[src/rtl/mem_pkg.sv]
// Shared types for the memory-stage load/store controller and its decoder.
package mem_pkg;

  localparam int unsigned XLEN  = 32;
  localparam int unsigned REG_W = 5;
  localparam int unsigned F3_W  = 3;

  typedef enum logic [1:0] {
    ST_SB = 2'b00,
    ST_SH = 2'b01,
    ST_SW = 2'b10
  } store_type_e;

  typedef enum logic [2:0] {
    LD_LB  = 3'b000,
    LD_LH  = 3'b001,
    LD_LW  = 3'b010,
    LD_LBU = 3'b011,
    LD_LHU = 3'b100
  } load_type_e;

  localparam logic [F3_W-1:0] F3_BYTE  = 3'b000;
  localparam logic [F3_W-1:0] F3_HALF  = 3'b001;
  localparam logic [F3_W-1:0] F3_WORD  = 3'b010;
  localparam logic [F3_W-1:0] F3_BYTEU = 3'b100;
  localparam logic [F3_W-1:0] F3_HALFU = 3'b101;

  typedef enum logic [1:0] {
    CAUSE_NONE     = 2'b00,
    CAUSE_MISALIGN = 2'b01,
    CAUSE_RANGE    = 2'b10,
    CAUSE_ILLEGAL  = 2'b11
  } cause_e;

  typedef enum logic [1:0] {
    S_IDLE,
    S_ISSUE,
    S_CAPTURE,
    S_RESP
  } state_e;

  typedef struct packed {
    logic        err;
    cause_e      cause;
    store_type_e store_type;
    load_type_e  load_type;
  } decode_t;

endpackage

[src/rtl/mem_access_ctrl_if.sv]
// Request/writeback bus between the execute stage and the memory-stage controller.
interface mem_access_ctrl_if;
  import mem_pkg::*;

  logic                  req_valid;
  logic                  req_ready;
  logic                  req_we;
  logic [F3_W-1:0]       req_funct3;
  logic [XLEN-1:0]       req_addr;
  logic [XLEN-1:0]       req_wdata;
  logic [REG_W-1:0]      req_rd;

  logic                  wb_valid;
  logic                  wb_is_load;
  logic [REG_W-1:0]      wb_rd;
  logic [XLEN-1:0]       wb_data;
  logic                  wb_err;
  cause_e                wb_cause;

  modport master (
    output req_valid, req_we, req_funct3, req_addr, req_wdata, req_rd,
    input  req_ready, wb_valid, wb_is_load, wb_rd, wb_data, wb_err, wb_cause
  );

  modport slave (
    input  req_valid, req_we, req_funct3, req_addr, req_wdata, req_rd,
    output req_ready, wb_valid, wb_is_load, wb_rd, wb_data, wb_err, wb_cause
  );

endinterface

[src/rtl/mem_access_decode.sv]
// Combinational funct3/address decode into data_mem type codes plus error classification.
module mem_access_decode
  import mem_pkg::*;
#(
  parameter int unsigned ADDR_W = 12
) (
  input  logic                   we,
  input  logic [F3_W-1:0]        funct3,
  input  logic [XLEN-ADDR_W-1:0] addr_hi,
  input  logic [1:0]             addr_lo,
  output decode_t                dec_c
);

  logic illegal;
  logic is_half;
  logic is_word;
  logic out_of_range;
  logic misaligned;

  always_comb begin
    illegal          = 1'b0;
    is_half          = 1'b0;
    is_word          = 1'b0;
    dec_c.store_type = ST_SB;
    dec_c.load_type  = LD_LB;
    if (we) begin
      case (funct3)
        F3_BYTE: dec_c.store_type = ST_SB;
        F3_HALF: begin dec_c.store_type = ST_SH; is_half = 1'b1; end
        F3_WORD: begin dec_c.store_type = ST_SW; is_word = 1'b1; end
        default: illegal = 1'b1;
      endcase
    end else begin
      case (funct3)
        F3_BYTE:  dec_c.load_type = LD_LB;
        F3_HALF:  begin dec_c.load_type = LD_LH;  is_half = 1'b1; end
        F3_WORD:  begin dec_c.load_type = LD_LW;  is_word = 1'b1; end
        F3_BYTEU: dec_c.load_type = LD_LBU;
        F3_HALFU: begin dec_c.load_type = LD_LHU; is_half = 1'b1; end
        default:  illegal = 1'b1;
      endcase
    end

    out_of_range = |addr_hi;
    misaligned   = (is_half && addr_lo[0]) || (is_word && (addr_lo != 2'b00));

    // Error priority: illegal funct3 over range over alignment.
    if (illegal)           dec_c.cause = CAUSE_ILLEGAL;
    else if (out_of_range) dec_c.cause = CAUSE_RANGE;
    else if (misaligned)   dec_c.cause = CAUSE_MISALIGN;
    else                   dec_c.cause = CAUSE_NONE;
    dec_c.err = illegal || out_of_range || misaligned;
  end

endmodule

[src/rtl/mem_access_ctrl.sv]
// Memory-stage load/store controller: one request at a time, sequences data_mem, returns one writeback beat.
module mem_access_ctrl
  import mem_pkg::*;
#(
  parameter int unsigned ADDR_W = 12,
  parameter int unsigned CNT_W  = 16
) (
  input  logic                clk,
  input  logic                rst,
  mem_access_ctrl_if.slave    bus,
  input  logic                flush,
  output logic                dmem_write,
  output logic [1:0]          dmem_store_type,
  output logic [2:0]          dmem_load_type,
  output logic [ADDR_W-1:0]   dmem_addr,
  output logic [XLEN-1:0]     dmem_wdata,
  input  logic [XLEN-1:0]     dmem_rdata,
  output logic [CNT_W-1:0]    load_cnt,
  output logic [CNT_W-1:0]    store_cnt,
  output logic [CNT_W-1:0]    err_cnt
);

  decode_t dec;

  mem_access_decode #(.ADDR_W(ADDR_W)) u_decode (
    .we      (bus.req_we),
    .funct3  (bus.req_funct3),
    .addr_hi (bus.req_addr[XLEN-1:ADDR_W]),
    .addr_lo (bus.req_addr[1:0]),
    .dec_c   (dec)
  );

  state_e              state_q, state_d;
  logic                killed_q, killed_d;
  logic                wb_valid_q, wb_valid_d;
  logic                dmem_write_d;
  logic [1:0]          store_type_d;
  logic [2:0]          load_type_d;
  logic [ADDR_W-1:0]   dmem_addr_d;
  logic [XLEN-1:0]     wdata_d;
  logic                wb_is_load_d;
  logic [REG_W-1:0]    wb_rd_d;
  logic [XLEN-1:0]     wb_data_d;
  logic                wb_err_d;
  cause_e              wb_cause_d;
  logic                load_inc, store_inc, err_inc;

  // A flush landing in the response cycle of a load still has to hide the beat.
  assign bus.wb_valid = wb_valid_q && !(flush && bus.wb_is_load);

  always_comb begin
    state_d      = state_q;
    killed_d     = killed_q;
    wb_valid_d   = 1'b0;
    dmem_write_d = 1'b0;
    store_type_d = dmem_store_type;
    load_type_d  = dmem_load_type;
    dmem_addr_d  = dmem_addr;
    wdata_d      = dmem_wdata;
    wb_is_load_d = bus.wb_is_load;
    wb_rd_d      = bus.wb_rd;
    wb_data_d    = bus.wb_data;
    wb_err_d     = bus.wb_err;
    wb_cause_d   = bus.wb_cause;
    load_inc     = 1'b0;
    store_inc    = 1'b0;
    err_inc      = 1'b0;

    case (state_q)
      S_IDLE: begin
        killed_d = 1'b0;
        if (bus.req_valid) begin
          wb_is_load_d = !bus.req_we;
          wb_rd_d      = bus.req_rd;
          wb_data_d    = '0;
          wb_err_d     = dec.err;
          wb_cause_d   = dec.cause;
          if (dec.err) begin
            state_d    = S_RESP;
            wb_valid_d = 1'b1;
            err_inc    = 1'b1;
          end else begin
            state_d     = S_ISSUE;
            dmem_addr_d = bus.req_addr[ADDR_W-1:0];
            if (bus.req_we) begin
              dmem_write_d = 1'b1;
              store_type_d = dec.store_type;
              wdata_d      = bus.req_wdata;
              store_inc    = 1'b1;
            end else begin
              load_type_d = dec.load_type;
              load_inc    = 1'b1;
            end
          end
        end
      end
      S_ISSUE: begin
        if (bus.wb_is_load) begin
          state_d  = S_CAPTURE;
          killed_d = killed_q || flush;
        end else begin
          state_d    = S_RESP;
          wb_valid_d = 1'b1;
        end
      end
      S_CAPTURE: begin
        state_d    = S_RESP;
        wb_data_d  = dmem_rdata;
        wb_valid_d = !(killed_q || flush);
      end
      S_RESP:  state_d = S_IDLE;
      default: state_d = S_IDLE;
    endcase
  end

  always_ff @(posedge clk or negedge rst) begin
    if (!rst) begin
      state_q         <= S_IDLE;
      killed_q        <= 1'b0;
      wb_valid_q      <= 1'b0;
      bus.req_ready   <= 1'b1;
      dmem_write      <= 1'b0;
      dmem_store_type <= '0;
      dmem_load_type  <= '0;
      dmem_addr       <= '0;
      dmem_wdata      <= '0;
      bus.wb_is_load  <= 1'b0;
      bus.wb_rd       <= '0;
      bus.wb_data     <= '0;
      bus.wb_err      <= 1'b0;
      bus.wb_cause    <= CAUSE_NONE;
    end else begin
      state_q         <= state_d;
      killed_q        <= killed_d;
      wb_valid_q      <= wb_valid_d;
      bus.req_ready   <= (state_d == S_IDLE);
      dmem_write      <= dmem_write_d;
      dmem_store_type <= store_type_d;
      dmem_load_type  <= load_type_d;
      dmem_addr       <= dmem_addr_d;
      dmem_wdata      <= wdata_d;
      bus.wb_is_load  <= wb_is_load_d;
      bus.wb_rd       <= wb_rd_d;
      bus.wb_data     <= wb_data_d;
      bus.wb_err      <= wb_err_d;
      bus.wb_cause    <= wb_cause_d;
    end
  end

  // Saturating debug counters, bumped at acceptance.
  always_ff @(posedge clk or negedge rst) begin
    if (!rst) begin
      load_cnt  <= '0;
      store_cnt <= '0;
      err_cnt   <= '0;
    end else begin
      if (load_inc  && (load_cnt  != {CNT_W{1'b1}})) load_cnt  <= load_cnt  + CNT_W'(1);
      if (store_inc && (store_cnt != {CNT_W{1'b1}})) store_cnt <= store_cnt + CNT_W'(1);
      if (err_inc   && (err_cnt   != {CNT_W{1'b1}})) err_cnt   <= err_cnt   + CNT_W'(1);
    end
  end

endmodule

[src/flat_wrapper.sv]
// flat-port wrapper written by rule: the top's interface ports become plain ports
module mem_access_ctrl_flat import mem_pkg::*;
#(
  parameter int unsigned ADDR_W = 12,
  parameter int unsigned CNT_W  = 16
)
  (clk, rst, flush, dmem_write, dmem_store_type, dmem_load_type, dmem_addr, dmem_wdata, dmem_rdata, load_cnt, store_cnt, err_cnt, bus_req_valid, bus_req_we, bus_req_funct3, bus_req_addr, bus_req_wdata, bus_req_rd, bus_req_ready, bus_wb_valid, bus_wb_is_load, bus_wb_rd, bus_wb_data, bus_wb_err, bus_wb_cause);
  mem_access_ctrl_if bus_i ();
  input  logic clk;
  input  logic rst;
  input  logic flush;
  output logic dmem_write;
  output logic [1:0] dmem_store_type;
  output logic [2:0] dmem_load_type;
  output logic [ADDR_W-1:0] dmem_addr;
  output logic [XLEN-1:0] dmem_wdata;
  input  logic [XLEN-1:0] dmem_rdata;
  output logic [CNT_W-1:0] load_cnt;
  output logic [CNT_W-1:0] store_cnt;
  output logic [CNT_W-1:0] err_cnt;
  input wire logic [$bits(bus_i.req_valid)-1:0] bus_req_valid;
  input wire logic [$bits(bus_i.req_we)-1:0] bus_req_we;
  input wire logic [$bits(bus_i.req_funct3)-1:0] bus_req_funct3;
  input wire logic [$bits(bus_i.req_addr)-1:0] bus_req_addr;
  input wire logic [$bits(bus_i.req_wdata)-1:0] bus_req_wdata;
  input wire logic [$bits(bus_i.req_rd)-1:0] bus_req_rd;
  output wire logic [$bits(bus_i.req_ready)-1:0] bus_req_ready;
  output wire logic [$bits(bus_i.wb_valid)-1:0] bus_wb_valid;
  output wire logic [$bits(bus_i.wb_is_load)-1:0] bus_wb_is_load;
  output wire logic [$bits(bus_i.wb_rd)-1:0] bus_wb_rd;
  output wire logic [$bits(bus_i.wb_data)-1:0] bus_wb_data;
  output wire logic [$bits(bus_i.wb_err)-1:0] bus_wb_err;
  output wire logic [$bits(bus_i.wb_cause)-1:0] bus_wb_cause;
  assign bus_i.req_valid = bus_req_valid;
  assign bus_i.req_we = bus_req_we;
  assign bus_i.req_funct3 = bus_req_funct3;
  assign bus_i.req_addr = bus_req_addr;
  assign bus_i.req_wdata = bus_req_wdata;
  assign bus_i.req_rd = bus_req_rd;
  assign bus_req_ready = bus_i.req_ready;
  assign bus_wb_valid = bus_i.wb_valid;
  assign bus_wb_is_load = bus_i.wb_is_load;
  assign bus_wb_rd = bus_i.wb_rd;
  assign bus_wb_data = bus_i.wb_data;
  assign bus_wb_err = bus_i.wb_err;
  assign bus_wb_cause = bus_i.wb_cause;
  mem_access_ctrl #(.ADDR_W(ADDR_W), .CNT_W(CNT_W)) u_core (.clk(clk), .rst(rst), .bus(bus_i), .flush(flush), .dmem_write(dmem_write), .dmem_store_type(dmem_store_type), .dmem_load_type(dmem_load_type), .dmem_addr(dmem_addr), .dmem_wdata(dmem_wdata), .dmem_rdata(dmem_rdata), .load_cnt(load_cnt), .store_cnt(store_cnt), .err_cnt(err_cnt));
endmodule
[config.mk]
export PLATFORM = sky130hd
export DESIGN_NAME = mem_access_ctrl_flat
export DESIGN_NICKNAME = d
export VERILOG_FILES = /design/src/rtl/mem_pkg.sv /design/src/rtl/mem_access_ctrl_if.sv /design/src/rtl/mem_access_decode.sv /design/src/rtl/mem_access_ctrl.sv /design/src/flat_wrapper.sv
export SDC_FILE = /design/constraint.sdc
export NUM_CORES = 1
export LEC_CHECK = 0
export CAP_MARGIN = 10
export CORE_MARGIN = 3
export CORE_UTILIZATION = 35
export CTS_BUF_LIST = sky130_fd_sc_hd__clkbuf_16
export DETAILED_ROUTE_END_ITERATION = 10
export PLACE_DENSITY_LB_ADDON = 0.2
export SLEW_MARGIN = 10
export SYNTH_ARGS = -nofsm -noshare
export SYNTH_HDL_FRONTEND = slang
export SYNTH_SLANG_ARGS = --single-unit
[constraint.sdc]
create_clock -name clk -period 3.12 [get_ports clk]
set_input_delay 0.624 -clock clk [delete_from_list [all_inputs] [get_ports clk]]
set_output_delay 0.624 -clock clk [all_outputs]
set_load 0.02 [all_outputs]
==> reports/qor.yml <==
drt:
  ant_nets: 0
  wl_per_cell_um: 15.7
  routed_via_density: 4.79
  totalWireLength_um: 16600
  firstDrtPassIters: 6
  drtIter0Drc: 212
  drc: 0
  dr_total_vias: 5058
critical_path:
  cp-start-kind: "input port"
  cp_top_family: "buffers and inverters"
  reg2regPathDepth: 8
  worst_setup_path_end_kind: "output port"
  cp_slowest_stage_delay_ns: 0.66
  worstPathRequired_ns: 2.50
  r2r_slack_ns: 0.78
  crit_buf_inv: 2
  r2r-end: "u_core.load_cnt[9]"
  cp_max_fo: 3
  critical_path.cell_chain: "clkdlybuf4s50_1 -> a21boi_0 -> clkdlybuf4s50_1"
  rr_startpoint: "u_core.state_q[0]"
  path_class: "input port to output port"
  path_common_cell: "clkdlybuf4s50_1"
  critPathArrivalTime_ns: 1.95
  crit_path_top_delay_cell: "clkdlybuf4s50_1"
synthesis:
  ys_seq_area_share_pct: 59.5
  post-synth-top-area-fraction_pct: 59.1
  ys_seq_elements: 144
  synth_edf_count: 0
  synth_warnings: 0
  avgSynthCellArea_um2: 10.7
  yosys-top-cells-area: "dfrtp_1 59%, nand2_1 10%, xnor2_1 4.9%"
  synthCells: 564
  synth.most_common_cell: "nand2_1"
  synthFlopType: "dfrtp_1"
  synth_area_leader_cell: "dfrtp_1"
  syn-num-nets: 680
  netlist_area_um2: 6060
  synth_cell_types: 51
  synthTopCellsByCount: "163 x nand2_1, 143 x dfrtp_1, 34 x xnor2_1"
  synthArstFlopShare_pct: 100
clock_network:
  cts-root-buf: "clkbuf_16"
  cts_buffers: 17
  cts.clk_slew.worst_paths_ns: 0.06
  cts_hold_buf: 0
  clk_latency_ns: 0.42
  postCtsSetupBuffers: 0
  post_cts_resized: 0
  cts_buffer_depth: 2
  cts_sinks: 144
  h-tree-depth: 4
  cts_tree: "built"
timing:
  finalWorstSetupSlack_ns: 0.550
  slew_viol_final: 0
  worst_pin_slew_ns: 1.15
  fin_tns_setup_ns: 0
  rsz0062_at_grt: "false"
  maxSlewHeadroom_pct: 23.0
  max_freq_mhz: 389
  fin_crit_sh_pct: 82.4
  layout_min_cycle_time_ns: 2.57
  finalHoldViolations: 0
  holdWs_ns: 0.121
  setup_viol: 0
  clock_skew_ns: 0.00934
grt:
  overflow: 0
  grt_pass1_wl_um: 25900
  grtUsageMet3_pct: 6.54
  use_met1_pct: 21.6
  grt_pass1_vias: 5125
  grt_util_met2_pct: 28.4
  antenna_found_initial: 0
  grtUsageTotal_pct: 17.4
  grt-busiest-layer: "met2"
  grt_max_degree: 101
finish:
  area_delta_synth_final_pct: 56.0
  antenna_cells: 0
  drive_gt1_share_pct: 8.25
  finalNetCount: 940
status:
  status: "completed"
pwr:
  intPower_w: 0.00438
  p_sw_w: 0.00192
  power.share.sequential_pct: 37.6
  power_leakage_nw: 4.24
  pwr-share-clk_pct: 32.5
  ir_drop_mv: 0.435
  comb_power_share_pct: 29.9
  powerDensity_nw_per_um2: 666
  swShare_pct: 30.5
flow_run:
  maxCapViolations: 0
die:
  die_height_um: 138
  core_area_um2: 16800
  start_util_pct: 36.1
  num_rows: 47
  pin_count: 250
  die_area_um2: 18900
  dieWidth_um: 138
placed_design:
  gp_congestion: 0.801
  io_buffers: 249
  detailed_place_hpwl_um: 12200
  dp_slack_ns: 0.203
hold_path:
  hold_class: "input port to asynchronous set/reset pin"
==> power by group through the flow <==
stage | Clock (W) | Sequential [W] | Combinational, W
floorplan | 0 | 0.00270 | 0.000651
global placement | 0 | 0.00239 | 0.00186
detailed placement | 0 | 0.00239 | 0.00190
CTS | 0.00210 | 0.00237 | 0.00191
global route | 0.00218 | 0.00241 | 0.00203
finish | 0.00204 | 0.00237 | 0.00188
==> metrics by stage <==
stage	std cells	total power, W	instance area (µm²)	util [%]
after floorplan	564	0.00335	6060	-
after global placement	1025	0.00425	8850	52.8
after detailed placement	1025	0.00430	8850	52.8
after CTS	1056	0.00639	9450	56.4
after global routing	1056	0.00661	9450	56.4
final	1056	0.00629	9450	56.4
==> flip-flops by register name (all words and copies together) (netlist names), 2 cells and up <==
name,flops
u_core.dmem_load_type,3
u_core.dmem_store_type,2
u_core.dmem_wdata,32
u_core.state_q,2
u_core.bus.wb_data,32
u_core.err_cnt,16
u_core.store_cnt,16
u_core.bus.wb_cause,2
u_core.dmem_addr,12
u_core.load_cnt,16
u_core.bus.wb_rd,5
==> worst max path at each step <==
| stage | start | end | slack, ns | cells past startpoint |
|---|---|---|---|---|
| after floorplan | bus_req_funct3[0] | u_core.load_cnt[9] | 0.80 | 7 |
| after global placement | bus_req_addr[18] | u_core.load_cnt[11] | 0.29 | 7 |
| after detailed placement | bus_req_addr[18] | u_core.load_cnt[11] | 0.20 | 7 |
| after CTS | flush | bus_wb_valid | 0.56 | 3 |
| after global routing | bus_req_addr[26] | u_core.load_cnt[9] | 0.48 | 7 |
| final | flush | bus_wb_valid | 0.55 | 3 |
==> layer usage <==
layer,up-vias,part of all wire [%]
met5,-,0
met4,0,1.5
met3,20,9.4
met2,182,47
met1,2416,42
li1,2440,-
==> final cells by class <==
class                           instances  area (µm²)
Timing Repair Buffer                  263        2620
Clock buffer                           17         425
Tap cell                              220         275
Inverter                               10        37.5
Fill cell                            1438        7310
Sequential cell                       144        3600
Clock inverter                         14         168
Multi-Input combinational cell        388        2310
==> cell families (layout without fill, tap and decap cells) <==
group / Yosys count / in the layout / synth area share, %
DFF: 144 / 144 / 59.5
xor gates and xnor gates: 44 / 44 / 6.36
AOI/OAI and AO/OA: 60 / 60 / 7.75
and+or+nand+nor: 267 / 267 / 20.7
muxes: 10 / 10 / 1.84
buffers and inverters: 32 / 304 / 2.33
adders and majority gates: 7 / 7 / 1.45
==> layout by cell type, fill, tap and decap left out, types with 3 or more instances in the layout <==
cell type	count
a21oi_1	9
a22o_1	32
and2_1	3
and3_1	5
and4_1	4
buf_4	12
bufinv_16	3
clkbuf_16	17
clkdlybuf4s50_1	248
clkinvlp_4	4
dfrtp_1	143
ha_1	7
inv_1	12
inv_6	3
mux2_2	9
nand2_1	163
nand3_1	16
nand4_1	15
nor2_1	25
nor2b_1	3
nor3_1	8
nor3_2	3
nor4_1	6
o21ai_0	4
xnor2_1	34
xor2_1	10
Power figures use the tool's default switching activity.
